--- src/rtl/ux607_tlfragmenter_param.sv ---
// TileLink-UL fragmenter: splits A-channel requests larger than 2^MIN_SIZE into aligned
// fragments and rebuilds size/source/addr_lo on D, coalescing Put acks with a sticky error.
module ux607_tlfragmenter_param #(
    parameter int unsigned DATA_BYTES = 4,
    parameter int unsigned MIN_SIZE   = 2,
    parameter int unsigned MAX_SIZE   = 6,
    parameter int unsigned SRC_W      = 2,
    parameter int unsigned ADDR_W     = 30,
    localparam int unsigned DW        = 8 * DATA_BYTES,
    localparam int unsigned FRAG_W    = (MAX_SIZE > MIN_SIZE) ? MAX_SIZE - MIN_SIZE : 1,
    localparam int unsigned LOG_DB    = $clog2(DATA_BYTES),
    localparam int unsigned AL_W      = (LOG_DB < 1) ? 1 : LOG_DB,
    localparam int unsigned BEATS     = (1 << MIN_SIZE) / DATA_BYTES,
    localparam int unsigned BEAT_W    = (BEATS > 1) ? $clog2(BEATS) : 1,
    localparam int unsigned OSRC_W    = SRC_W + FRAG_W
) (
    input  logic                  clock,
    input  logic                  reset,

    output logic                  in_a_ready,
    input  logic                  in_a_valid,
    input  logic [2:0]            in_a_opcode,
    input  logic [2:0]            in_a_param,
    input  logic [2:0]            in_a_size,
    input  logic [SRC_W-1:0]      in_a_source,
    input  logic [ADDR_W-1:0]     in_a_address,
    input  logic [DATA_BYTES-1:0] in_a_mask,
    input  logic [DW-1:0]         in_a_data,

    input  logic                  out_a_ready,
    output logic                  out_a_valid,
    output logic [2:0]            out_a_opcode,
    output logic [2:0]            out_a_param,
    output logic [2:0]            out_a_size,
    output logic [OSRC_W-1:0]     out_a_source,
    output logic [ADDR_W-1:0]     out_a_address,
    output logic [DATA_BYTES-1:0] out_a_mask,
    output logic [DW-1:0]         out_a_data,

    output logic                  out_d_ready,
    input  logic                  out_d_valid,
    input  logic [2:0]            out_d_opcode,
    input  logic [1:0]            out_d_param,
    input  logic [2:0]            out_d_size,
    input  logic [OSRC_W-1:0]     out_d_source,
    input  logic                  out_d_sink,
    input  logic [AL_W-1:0]       out_d_addr_lo,
    input  logic [DW-1:0]         out_d_data,
    input  logic                  out_d_error,

    input  logic                  in_d_ready,
    output logic                  in_d_valid,
    output logic [2:0]            in_d_opcode,
    output logic [1:0]            in_d_param,
    output logic [2:0]            in_d_size,
    output logic [SRC_W-1:0]      in_d_source,
    output logic                  in_d_sink,
    output logic [AL_W-1:0]       in_d_addr_lo,
    output logic [DW-1:0]         in_d_data,
    output logic                  in_d_error
);

    localparam logic [2:0] OpPutFull = 3'd0;
    localparam logic [2:0] OpGet     = 3'd4;
    localparam logic [2:0] OpAck     = 3'd0;
    localparam logic [2:0] OpAckData = 3'd1;

    // ---------------- A channel ----------------
    logic                  hold_q, hold_d;
    logic [2:0]            hold_opcode_q, hold_param_q, hold_size_q;
    logic [SRC_W-1:0]      hold_source_q;
    logic [ADDR_W-1:0]     hold_address_q;
    logic [FRAG_W-1:0]     gennum_q, gennum_d;
    logic [BEAT_W-1:0]     abeat_q, abeat_d;

    logic [2:0]            cur_opcode, cur_param, cur_size, frag_size;
    logic [SRC_W-1:0]      cur_source;
    logic [ADDR_W-1:0]     cur_address, frag_field, a_align_mask;
    logic                  cur_get, a_last_beat, a_last_frag, out_a_fire, hold_load;
    logic [FRAG_W-1:0]     frag_last_idx, countdown;
    logic [BEAT_W-1:0]     beat_last_idx;

    always_comb begin
        // While a Get is being repeated, fields come from the held copy
        cur_opcode  = hold_q ? hold_opcode_q  : in_a_opcode;
        cur_param   = hold_q ? hold_param_q   : in_a_param;
        cur_size    = hold_q ? hold_size_q    : in_a_size;
        cur_source  = hold_q ? hold_source_q  : in_a_source;
        cur_address = hold_q ? hold_address_q : in_a_address;
        cur_get     = (cur_opcode == OpGet);

        frag_last_idx = '0;
        if (cur_size > 3'(MIN_SIZE)) begin
            frag_last_idx = FRAG_W'((32'd1 << (32'(cur_size) - MIN_SIZE)) - 32'd1);
        end
        frag_size = (cur_size > 3'(MIN_SIZE)) ? 3'(MIN_SIZE) : cur_size;
        beat_last_idx = '0;
        if (!cur_get && frag_size > 3'(LOG_DB)) begin
            beat_last_idx = BEAT_W'((32'd1 << (32'(frag_size) - LOG_DB)) - 32'd1);
        end

        countdown   = frag_last_idx - gennum_q;
        a_last_beat = (abeat_q == beat_last_idx);
        a_last_frag = (gennum_q == frag_last_idx);
        frag_field  = ADDR_W'(frag_last_idx) << MIN_SIZE;

        out_a_valid   = reset & (hold_q | in_a_valid);
        out_a_opcode  = cur_opcode;
        out_a_param   = cur_param;
        out_a_size    = frag_size;
        out_a_source  = {cur_source, countdown};
        out_a_address = (cur_address & ~frag_field) | (ADDR_W'(gennum_q) << MIN_SIZE);
        out_a_mask    = cur_get ? '1 : in_a_mask;
        out_a_data    = in_a_data;
        out_a_fire    = out_a_valid & out_a_ready;

        // A Get is consumed only when its last fragment goes out
        if (cur_get) in_a_ready = reset & out_a_ready & a_last_frag;
        else         in_a_ready = reset & out_a_ready;

        gennum_d  = gennum_q;
        abeat_d   = abeat_q;
        hold_d    = hold_q;
        hold_load = 1'b0;
        if (out_a_fire) begin
            if (a_last_beat) begin
                abeat_d  = '0;
                gennum_d = a_last_frag ? '0 : gennum_q + 1'b1;
            end else begin
                abeat_d  = abeat_q + 1'b1;
            end
            if (cur_get) begin
                hold_d    = !a_last_frag;
                hold_load = !hold_q;
            end
        end

        a_align_mask = (ADDR_W'(1) << in_a_size) - ADDR_W'(1);
    end

    always_ff @(posedge clock or negedge reset) begin
        if (!reset) begin
            hold_q         <= 1'b0;
            gennum_q       <= '0;
            abeat_q        <= '0;
            hold_opcode_q  <= OpPutFull;
            hold_param_q   <= '0;
            hold_size_q    <= '0;
            hold_source_q  <= '0;
            hold_address_q <= '0;
        end else begin
            hold_q   <= hold_d;
            gennum_q <= gennum_d;
            abeat_q  <= abeat_d;
            if (hold_load) begin
                hold_opcode_q  <= in_a_opcode;
                hold_param_q   <= in_a_param;
                hold_size_q    <= in_a_size;
                hold_source_q  <= in_a_source;
                hold_address_q <= in_a_address;
            end
        end
    end

    // ---------------- D channel ----------------
    logic [FRAG_W:0]   acknum_q, acknum_d, ack_base;
    logic [BEAT_W-1:0] dbeat_q, dbeat_d, d_last_beat_idx;
    logic [2:0]        dorig_q, dorig_d, first_size, d_frag_size;
    logic              r_error_q, r_error_d;
    logic [FRAG_W-1:0] dcount;
    logic [3:0]        dcount_ones;
    logic              d_is_data, d_is_ack, d_drop, d_first, d_frag_end, d_fire;

    always_comb begin
        dcount    = out_d_source[FRAG_W-1:0];
        d_is_data = (out_d_opcode == OpAckData);
        d_is_ack  = (out_d_opcode == OpAck);
        d_drop    = d_is_ack && (dcount != '0);
        d_first   = (acknum_q == '0);

        // Fragment 0 countdown is 2^k-1, so its popcount is log2 of the fragment count
        dcount_ones = '0;
        for (int i = 0; i < FRAG_W; i++) begin
            dcount_ones = dcount_ones + 4'(dcount[i]);
        end
        first_size = (dcount != '0) ? 3'(MIN_SIZE + 32'(dcount_ones)) : out_d_size;

        d_frag_size = (out_d_size > 3'(MIN_SIZE)) ? 3'(MIN_SIZE) : out_d_size;
        d_last_beat_idx = '0;
        if (d_is_data && d_frag_size > 3'(LOG_DB)) begin
            d_last_beat_idx = BEAT_W'((32'd1 << (32'(d_frag_size) - LOG_DB)) - 32'd1);
        end
        d_frag_end = d_is_data ? (dbeat_q == d_last_beat_idx) : 1'b1;

        out_d_ready  = d_drop | in_d_ready;
        in_d_valid   = out_d_valid & ~d_drop;
        in_d_opcode  = out_d_opcode;
        in_d_param   = out_d_param;
        in_d_sink    = out_d_sink;
        in_d_data    = out_d_data;
        in_d_size    = d_first ? first_size : dorig_q;
        in_d_source  = out_d_source[OSRC_W-1:FRAG_W];
        in_d_error   = out_d_error | r_error_q;
        for (int i = 0; i < AL_W; i++) begin
            in_d_addr_lo[i] = out_d_addr_lo[i] & (i >= int'(in_d_size));
        end

        d_fire    = out_d_valid & out_d_ready;
        ack_base  = d_first ? {1'b0, dcount} + 1'b1 : acknum_q;
        acknum_d  = acknum_q;
        dbeat_d   = dbeat_q;
        dorig_d   = dorig_q;
        r_error_d = r_error_q;
        if (d_fire) begin
            acknum_d = d_frag_end ? ack_base - 1'b1 : ack_base;
            dbeat_d  = (d_is_data && !d_frag_end) ? dbeat_q + 1'b1 : '0;
            if (d_first) dorig_d = first_size;
            if (d_drop)        r_error_d = r_error_q | out_d_error;
            else if (d_is_ack) r_error_d = 1'b0;
        end
    end

    always_ff @(posedge clock or negedge reset) begin
        if (!reset) begin
            acknum_q  <= '0;
            dbeat_q   <= '0;
            dorig_q   <= '0;
            r_error_q <= 1'b0;
        end else begin
            acknum_q  <= acknum_d;
            dbeat_q   <= dbeat_d;
            dorig_q   <= dorig_d;
            r_error_q <= r_error_d;
        end
    end

    a_size_legal: assert property (@(posedge clock) disable iff (!reset)
        in_a_valid |-> (32'(in_a_size) <= MAX_SIZE))
        else $error("in_a_size exceeds MAX_SIZE");

    a_addr_aligned: assert property (@(posedge clock) disable iff (!reset)
        in_a_valid |-> ((in_a_address & a_align_mask) == '0))
        else $error("in_a_address not aligned to in_a_size");

endmodule

--- config.mk ---
export PLATFORM = sky130hd
export DESIGN_NAME = ux607_tlfragmenter_param
export DESIGN_NICKNAME = d
export VERILOG_FILES = /design/src/rtl/ux607_tlfragmenter_param.sv
export SDC_FILE = /design/constraint.sdc
export NUM_CORES = 1
export LEC_CHECK = 0
export BUFFER_PORTS_ARGS = -buffer_cell sky130_fd_sc_hd__buf_2
export CELL_PAD_IN_SITES_DETAIL_PLACEMENT = 0
export CELL_PAD_IN_SITES_GLOBAL_PLACEMENT = 1
export CORE_ASPECT_RATIO = 0.9
export CORE_UTILIZATION = 30
export CTS_CLUSTER_DIAMETER = 60
export DETAILED_ROUTE_END_ITERATION = 7
export PLACE_DENSITY = 0.9
export SLEW_MARGIN = 20
export SYNTH_ARGS = -nofsm -noshare
export SYNTH_HDL_FRONTEND = slang
export SYNTH_SLANG_ARGS = --single-unit
--- constraint.sdc ---
create_clock -name clock -period 3.7 [get_ports clock]
set_input_delay 0.37 -clock clock [delete_from_list [all_inputs] [get_ports clock]]
set_output_delay 0.37 -clock clock [all_outputs]
set_load 0.05 [all_outputs]
; ---- Word-level counts from Yosys, hierarchy flattened
; Cells that the tools add are included.
[word_totals]
input_bits = 133
register_bits = 57
wordCells = 96
[classes]
magnitude_cmp = 6
addsub = 16
mux = 24
n_eq_ne = 5
shift = 3
bitwise = 15
n_reduce_logical = 15
[op_table]
columns = cell, n
row1 = "<< shifter 1 x 32 -> 1 bit, first input constant", 2
row2 = "<< shifter 1 x 32 -> 4 bit, first input constant", 1
row3 = bitwise AND 30 bit, 1
row4 = two-way mux 30 bit, 1
row5 = inverter 6 -> 30 bit, 1
row6 = OR 30 x 6 -> 30 bit, 1
row7 = two-way mux 3 bit, 7
row8 = "> comparator 3 x 2 -> 1 bit, second input constant", 4
row9 = two-way mux 4 bit, 3
row10 = "subtractor 3 x 2 -> 4 bit, second input constant", 3
row11 = two-way mux 1 bit, 10
row12 = two-way mux 5 bit, 2
row13 = bitwise AND 1 bit, 8
row14 = ">= comparator 1 x 3 -> 1 bit, first input constant", 2
row15 = AND reduction 2 bit, 3
row16 = "adder 4 x 1 -> 5 bit, second input constant", 1
row17 = logical NOT 5 bit, 1
row18 = "subtractor 5 x 1 -> 5 bit, second input constant", 1
row19 = "adder 4 x 1 -> 4 bit, second input constant", 1
row20 = equality test 4 bit, 1
row21 = logical AND 1 bit, 4
row22 = logical NOT 1 bit, 4
row23 = nonzero test 4 bit, 1
row24 = "subtractor 4 x 1 -> 4 bit, second input constant", 1
row25 = other kinds (15), 20

; ---- Depth between registers and ports, before layout
; Gate-level depths: netlist of the first run.
[depth]
depth_word = 11
depth_mapped = 13
ltp_nobuf = 12

; ---- Least setup slack after synthesis of the first run
; OpenSTA, ideal clock, no wires.
[synth_path]
path_type = reg-to-output
startpoint = reg hold_q
endpoint = out out_a_source[2]
path_slack_ns = 0.327
t_required_ns = 3.330
stages_incl_launch_ff = 9
t_arrival_ns = 3.003
path_cell_list = dfrtp_1 buf_2 mux2i_1 ha_1 o211ai_1 nand2b_1 ha_1 fa_1 xnor2_1
[synth_between]
elab_chain_cells = 6
word_cells_on_any_way = 7
[synth_rtl]
columns = element, line_no
row1 = from (decl), 69  ; logic hold_q, hold_d;
row2 = from (signal assigned), 152  ; hold_q <= hold_d;
row3 = two-way mux 3 bit (*), 87  ; cur_size = hold_q ? hold_size_q : in_a_size;
row4 = subtractor 3 x 2 -> 4 bit, 94  ; frag_last_idx = FRAG_W'((32'd1 << (32'(cur_size) - MIN_SIZE)) - 32'd1);
row5 = << shifter 1 x 32 -> 4 bit, 94
row6 = subtractor 4 x 1 -> 4 bit, 94
row7 = two-way mux 4 bit (*), 93  ; if (cur_size > 3'(MIN_SIZE)) begin
row8 = subtractor 4 bit (*), 102  ; countdown = frag_last_idx - gennum_q;
row9 = to (decl), 35  ; output logic [OSRC_W-1:0] out_a_source,
; Mark *: on every way between the ends. The rest lies on a longest branch, timed or not.

; ---- Worst setup path after layout of the first run
[layout_path]
startpoint = reg hold_q
endpoint = out in_a_ready
[layout_between]
elab_chain_cells = 8
word_cells_on_any_way = 11
[layout_rtl]
columns = element, line_no
row1 = two-way mux 3 bit, 87
row2 = subtractor 3 x 2 -> 4 bit, 94
row3 = << shifter 1 x 32 -> 4 bit, 94
row4 = subtractor 4 x 1 -> 4 bit, 94
row5 = two-way mux 4 bit, 93
row6 = equality test 4 bit, 104  ; a_last_frag = (gennum_q == frag_last_idx);
row7 = bitwise AND 1 bit, 118  ; if (cur_get) in_a_ready = reset & out_a_ready & a_last_frag;
row8 = two-way mux 1 bit (*), 118
row9 = to (decl), 20  ; output logic in_a_ready,
; Marked as above.

==> reports/qor.txt, run 1 <==
Status = completed
Largest family of logic cells by synthesized area = multiplexers
Maximum VDD drop = 507.6 uV
CTS Buf Count = 9
TritonRoute pass-1 iters = 4
P_leak = 2.241 nW
Most frequent cells in the layout = 125 x buf_2, 75 x mux2_2, 56 x dfrtp_1
Worst Path Required = 3330 ps
Endpoint class of the critical path = output port
Worst Path Arrival = 2990 ps
Placement-stage cell area = 0.004220 sq mm
Vias/cell = 4.831
Die height = 110.9 um
Fin Setup TNS = 0 ps
Max-Cap Viols = 0
Slew Viols, Final = 0
I/O Pins = 264
Via count = 2908
Setup ws final = 339.8 ps
RD Place Congestion = 0.8643
Mean area per synthesized cell = 10.48 sq um
Adder-cell share of the synthesized area = 0.05445
Vias in the first global route = 2885
Worst-path clk slew = 50 ps
Total Wirelength = 8734 um
XOR/XNOR share of the synthesized area = 0.01551
Post-synthesis mux area share = 0.2314
Maximum fanout along the worst path = 5
Place WS = 665.5 ps
Post-Syn Area = 0.003953 sq mm
CTS Hold Bufs = 0
Post-CTS setup buffers = 0
Simple logic cell fraction of the synthesized area = 0.09528
DRC violations left = 0
Clk_lat worst skew = 330 ps
DR WL/cell = 14.51 um
Area growth from synthesis to layout = 13.83%
Die footprint = 0.01364 sq mm
Post-route ant nets = 0
PortBufs = 125
Mapped Cells = 377
Clock net sink count = 57
CTS max path bufs = 2
Worst relative slew slack = 0.3620
Hold Path Class = input port to async pin
Critical path class = flip-flop to output port
CP cell instances = mux2i_2 -> inv_1 -> ha_1 -> and3_1 -> o21ai_0 -> a21oi_1 -> ha_1 -> nand3_1 -> nor2_1 -> o211a_1 -> buf_2
H-tree Lvls = 3
Final Skew = 5.475 ps
Yosys warns = 0
Max Clock Freq = 0.2976 GHz
Final number of hold-violating endpoints = 0
Final period utilization = 0.9082
WP buf/inv = 2
First-pass GRT wire length = 13860 um
Number of diodes = 0
GRT overflow = 0
Core area = 0.01278 sq mm
Filler cell count = 1278
CP max-delay cell = dfrtp_2
Fin nets = 582
Top cell by count, worst path = ha_1
Largest net degree at the start of global routing = 61
Min Tclk post-route = 3360 ps
Yosys reg bits = 57
Worst Tran Pin Value = 957.0 ps
Crit-path leading delay family = adder cells
Design area = 0.004499 sq mm
# rows = 39
Syn_nets = 526
Global Route Usage Sum = 0.1330
Final HPWL DP = 6443 um
Final setup violating endpoints = 0
CTS tree = yes
Initial antenna violation count = 0
Root Buffer = clkbuf_16
Cell variety after synth = 44
Drt initial violations = 89
CP max stage delay = 410 ps
Post-synthesis sequential area ratio = 0.3609
Synth Area in Compound Gates = 0.07471
Layout cells sized above 1 = 0.5228
RSZ-0062 raised after global routing = no
Power Density = 940.7 mW/mm^2
Startpoint types = flip-flop
Initial Util = 0.3092
Horiz. Die Dim = 123.0 um
Most common cell after layout, fill and taps aside = buf_2
[layout make-up]
type,instances,area (sq um),share of cell area
clock buffers,13,260.3,0.05784
clock inverters,3,15.01,0.003337
inverters,18,67.56,0.01502
multi-input cells,218,1868,0.4152
flip-flops and latches,57,1428,0.3173
well taps,164,205.2,0.04561
repair buffers,129,655.6,0.1457
[synth_stat cells, drive strengths merged]
master | instances | area share
and2 | 4 | 0.0063
a21oi | 8 | 0.010
o21a | 1 | 0.0019
o21ai | 22 | 0.028
o211a | 1 | 0.0025
o2111ai | 1 | 0.0022
nand2 | 13 | 0.012
buf | 82 | 0.15
nor3 | 4 | 0.0079
ha | 14 | 0.044
clkbuf | 2 | 0.0019
nor3b | 2 | 0.0051
nor2b | 4 | 0.0063
o211ai | 5 | 0.011
a31oi | 2 | 0.0032
and3 | 2 | 0.0032
o21bai | 1 | 0.0019
nor2 | 8 | 0.0076
and4 | 1 | 0.0022
nand4 | 2 | 0.0032
or2 | 3 | 0.0047
mux2i | 7 | 0.018
xnor2 | 4 | 0.0089
dfrtp | 57 | 0.36
a32oi | 1 | 0.0022
nand3b | 1 | 0.0019
nand3 | 6 | 0.0076
xor2 | 3 | 0.0066
mux2 | 75 | 0.21
or4 | 2 | 0.0038
a21o | 2 | 0.0038
inv | 18 | 0.017
nand2b | 9 | 0.014
o31ai | 2 | 0.0038
o22a | 2 | 0.0044
fa | 2 | 0.010
or3 | 4 | 0.0089
[path summary, 6_finish.rpt]
kind                             startpoint            endpoint  cells past startpoint  slack (ps)
min                                   reset      hold_size_q[1]                      2         210
max                                  hold_q          in_a_ready                     11         340
min reg2reg                      dorig_q[1]          dorig_q[1]                      2         480
max in group asynchronous             reset   hold_address_q[6]                      2        2950
min in group clock         in_a_address[20]  hold_address_q[20]                      2         280
max reg2reg                          hold_q         gennum_q[3]                     10         910
[worst register-to-register path, stage by stage (launching register included)]
cell	delay (ps)
dfrtp_2	410
buf_4	350
mux2i_1	380
and3_1	200
o21ai_0	90
a21oi_1	220
ha_1	300
nand3_1	80
nor2_1	80
or2_2	340
o31ai_1	230
[logic make-up (layout without fill, tap and decap cells)]
group / count (synthesis) / count (layout)
flops: 57 / 57
simple gates: 65 / 65
xor+xnor: 7 / 7
compound gates: 48 / 48
buf+inv: 102 / 163
fa+ha+maj: 16 / 16
mux: 82 / 82
[where the power goes]
| part | internal [W] | switching (W) |
|---|---|---|
| combinational | 0.000778 | 0.00167 |
| clock | 0.000485 | 0.000286 |
| sequential | 0.000854 | 0.000161 |
| total | 0.00212 | 0.00211 |
[through the flow]
stage / util / cells / power (W) / hold slack (ps)
2_1_floorplan: - / 377 / 0.003198 / 74.41
3_3_place_gp: 0.3301 / 586 / 0.003403 / 463.6
3_5_place_dp: 0.3301 / 586 / 0.003468 / 468.9
4_1_cts: 0.3516 / 602 / 0.004269 / 259.1
5_1_grt: 0.3519 / 602 / 0.004478 / 273.9
6_report: 0.3519 / 602 / 0.004232 / 213.0
[state kept, by name, indices dropped and copies added (netlist names)]
signal / flops
hold_q: 1
hold_opcode_q: 3
hold_size_q: 3
dorig_q: 3
hold_address_q: 30
hold_source_q: 2
dbeat_q: 1
abeat_q: 1
acknum_q: 5
hold_param_q: 3
gennum_q: 4
r_error_q: 1
[timing repair]
item / 4_1_cts / 5_1_grt
resized for setup: 0 / 1
endpoints found under the setup margin: 0 / 1
hold endpoints to repair: 0 / 0
[routing by layer]
layer	track usage	routed length (um)	up-vias
met5	0	0	-
met4	0.07309	349	0
met3	0.06533	791	54
met2	0.2067	4030	130
met1	0.1471	3563	1380
li1	-	-	1344
No activity file was read; power rests on OpenSTA's default activity.
==> run 2, diff against run 1 <==
- RECOVER_POWER: default -> 50
==> run 2 against run 1 <==
The flow now finishes with violations (max-capacitance violations, max-slew violations). Clock skew increased by 1.2 ps. Clock-buffer cell count unchanged. Via count is essentially flat. Largest power group unchanged. Highest routed layer unchanged.
==> reports/qor.txt, run 2 (synthesis results as in run 1) <==
Status = finished, violations left
Failing checks = max-capacitance violations, max-slew violations
Hold Path Class = input port to flip-flop
Worst Path Required = 3330 ps
Core area = 0.01278 sq mm
Drt initial violations = 89
Max-Cap Viols = 1
CTS tree = yes
Hold depth = 2
Total Wirelength = 8752 um
Final setup violating endpoints = 0
Post-route ant nets = 0
Root Buffer = clkbuf_16
Most frequent cells in the layout = 124 x buf_2, 75 x mux2_2, 56 x dfrtp_1
First-pass GRT wire length = 13860 um
Die height = 110.9 um
Vias in the first global route = 2885
R2R depth = 8
Met2 Wirelength = 4041 um
Layout cells sized above 1 = 0.5205
Post-CTS setup buffers = 0
Final HPWL DP = 6443 um
Biggest regs = hold_address_q (30), acknum_q (5), gennum_q (4)
Reg with most FFs = hold_address_q
Worst Tran Pin Value = 1511 ps
Fin Setup TNS = 0 ps
Final Power = 0.004234 W
Via count = 2906
Highest Signal Layer = met4
Final number of hold-violating endpoints = 0
Critical path class = flip-flop to output port
P_leak = 2.238 nW
Slew Viols, Final = 61
Initial antenna violation count = 0
Met1 wire length = 3575 um
Max FFs per register = 30
Post-CTS sizing = 0
Worst Path Arrival = 3000 ps
Power Density = 941.8 mW/mm^2
Final period utilization = 0.9120
CTS Hold Bufs = 0
CTS max path bufs = 2
DRC violations left = 0
Endpoint class of the critical path = output port
Number of diodes = 0
Area growth from synthesis to layout = 13.74%
DR WL/cell = 14.54 um
RSZ-0062 raised after global routing = no
Min Tclk post-route = 3374 ps
CTS Buf Count = 9
Initial Util = 0.3092
Largest net degree at the start of global routing = 61
# rows = 39
Fin nets = 582
Horiz. Die Dim = 123.0 um
PortBufs = 125
Most common cell after layout, fill and taps aside = buf_2
RD Place Congestion = 0.8643
H-tree Lvls = 3
I/O Pins = 264
Final Skew = 6.670 ps
Clk_lat worst skew = 340 ps
Global Route Usage Sum = 0.1330
Met3 WL = 785 um
Maximum fanout along the worst path = 5
GRT overflow = 0
Die footprint = 0.01364 sq mm
Clock net sink count = 57
Vias/cell = 4.827
Worst relative slew slack = -0.007354
Maximum VDD drop = 507.6 uV
Max Clock Freq = 0.2964 GHz
TritonRoute pass-1 iters = 5
Worst-path clk slew = 50 ps
Startpoint types = flip-flop
-- run 2: cell count changes in the layout (fill, tap and decap cells not counted) --
cell	delta
buf_2	-1
buf_4	-1
clkbuf_1	+1
clkbuf_2	+1
-- run 2: through the flow --
step	setup slack, ps	std cells	hold slack, ps	util	instance area [sq um]
after floorplan	327.0	377	74.41	-	3953
after global placement	723.7	586	463.6	0.3301	4220
after detailed placement	665.5	586	468.9	0.3301	4220
after CTS	290.9	602	259.1	0.3516	4496
after global routing	90.61	602	273.9	0.3516	4496
final	325.8	602	281.3	0.3516	4496
-- run 2: worst max-delay path, cell delays in order, from the launching register on --
cell	delay, ps
dfrtp_2	410
mux2i_2	320
inv_1	130
ha_1	240
and3_1	160
o21ai_0	170
a21oi_1	120
ha_1	340
nand3_1	80
nor2_1	260
o211a_1	170
buf_2	260
-- run 2: final cells by class --
cell class,instances,area (sq um)
tap,164,205.2
timing repair buffer,129,651.9
clock inverter,3,15.01
multi-input combinational,218,1868
fill,1278,8289
clock buffer,13,260.3
sequential,57,1428
inverter,18,67.56
-- run 2: path summary, 6_finish.rpt --
| kind | start | endpoint | slack, ps |
|---|---|---|---|
| hold reg to reg | dorig_q[1] | dorig_q[1] | 480 |
| setup / recovery | hold_q | in_a_ready | 330 |
| setup reg to reg | hold_q | gennum_q[3] | 900 |
| hold / removal | in_a_address[20] | hold_address_q[20] | 280 |
| max in group asynchronous | reset | hold_q | 2160 |
| min in group asynchronous | reset | hold_size_q[1] | 550 |
-- run 2: metal layers --
layer	up-vias	track usage
li1	1345	-
met1	1380	0.1471
met2	127	0.2067
met3	54	0.06533
met4	0	0.07309
met5	-	0
-- run 2: power by group --
group | total, W | switching, W | internal, W | leakage, nW
logic | 0.00245 | 0.00167 | 0.000778 | 1.37
clock network | 0.000772 | 0.000287 | 0.000485 | 0.139
registers | 0.00101 | 0.000160 | 0.000854 | 0.726
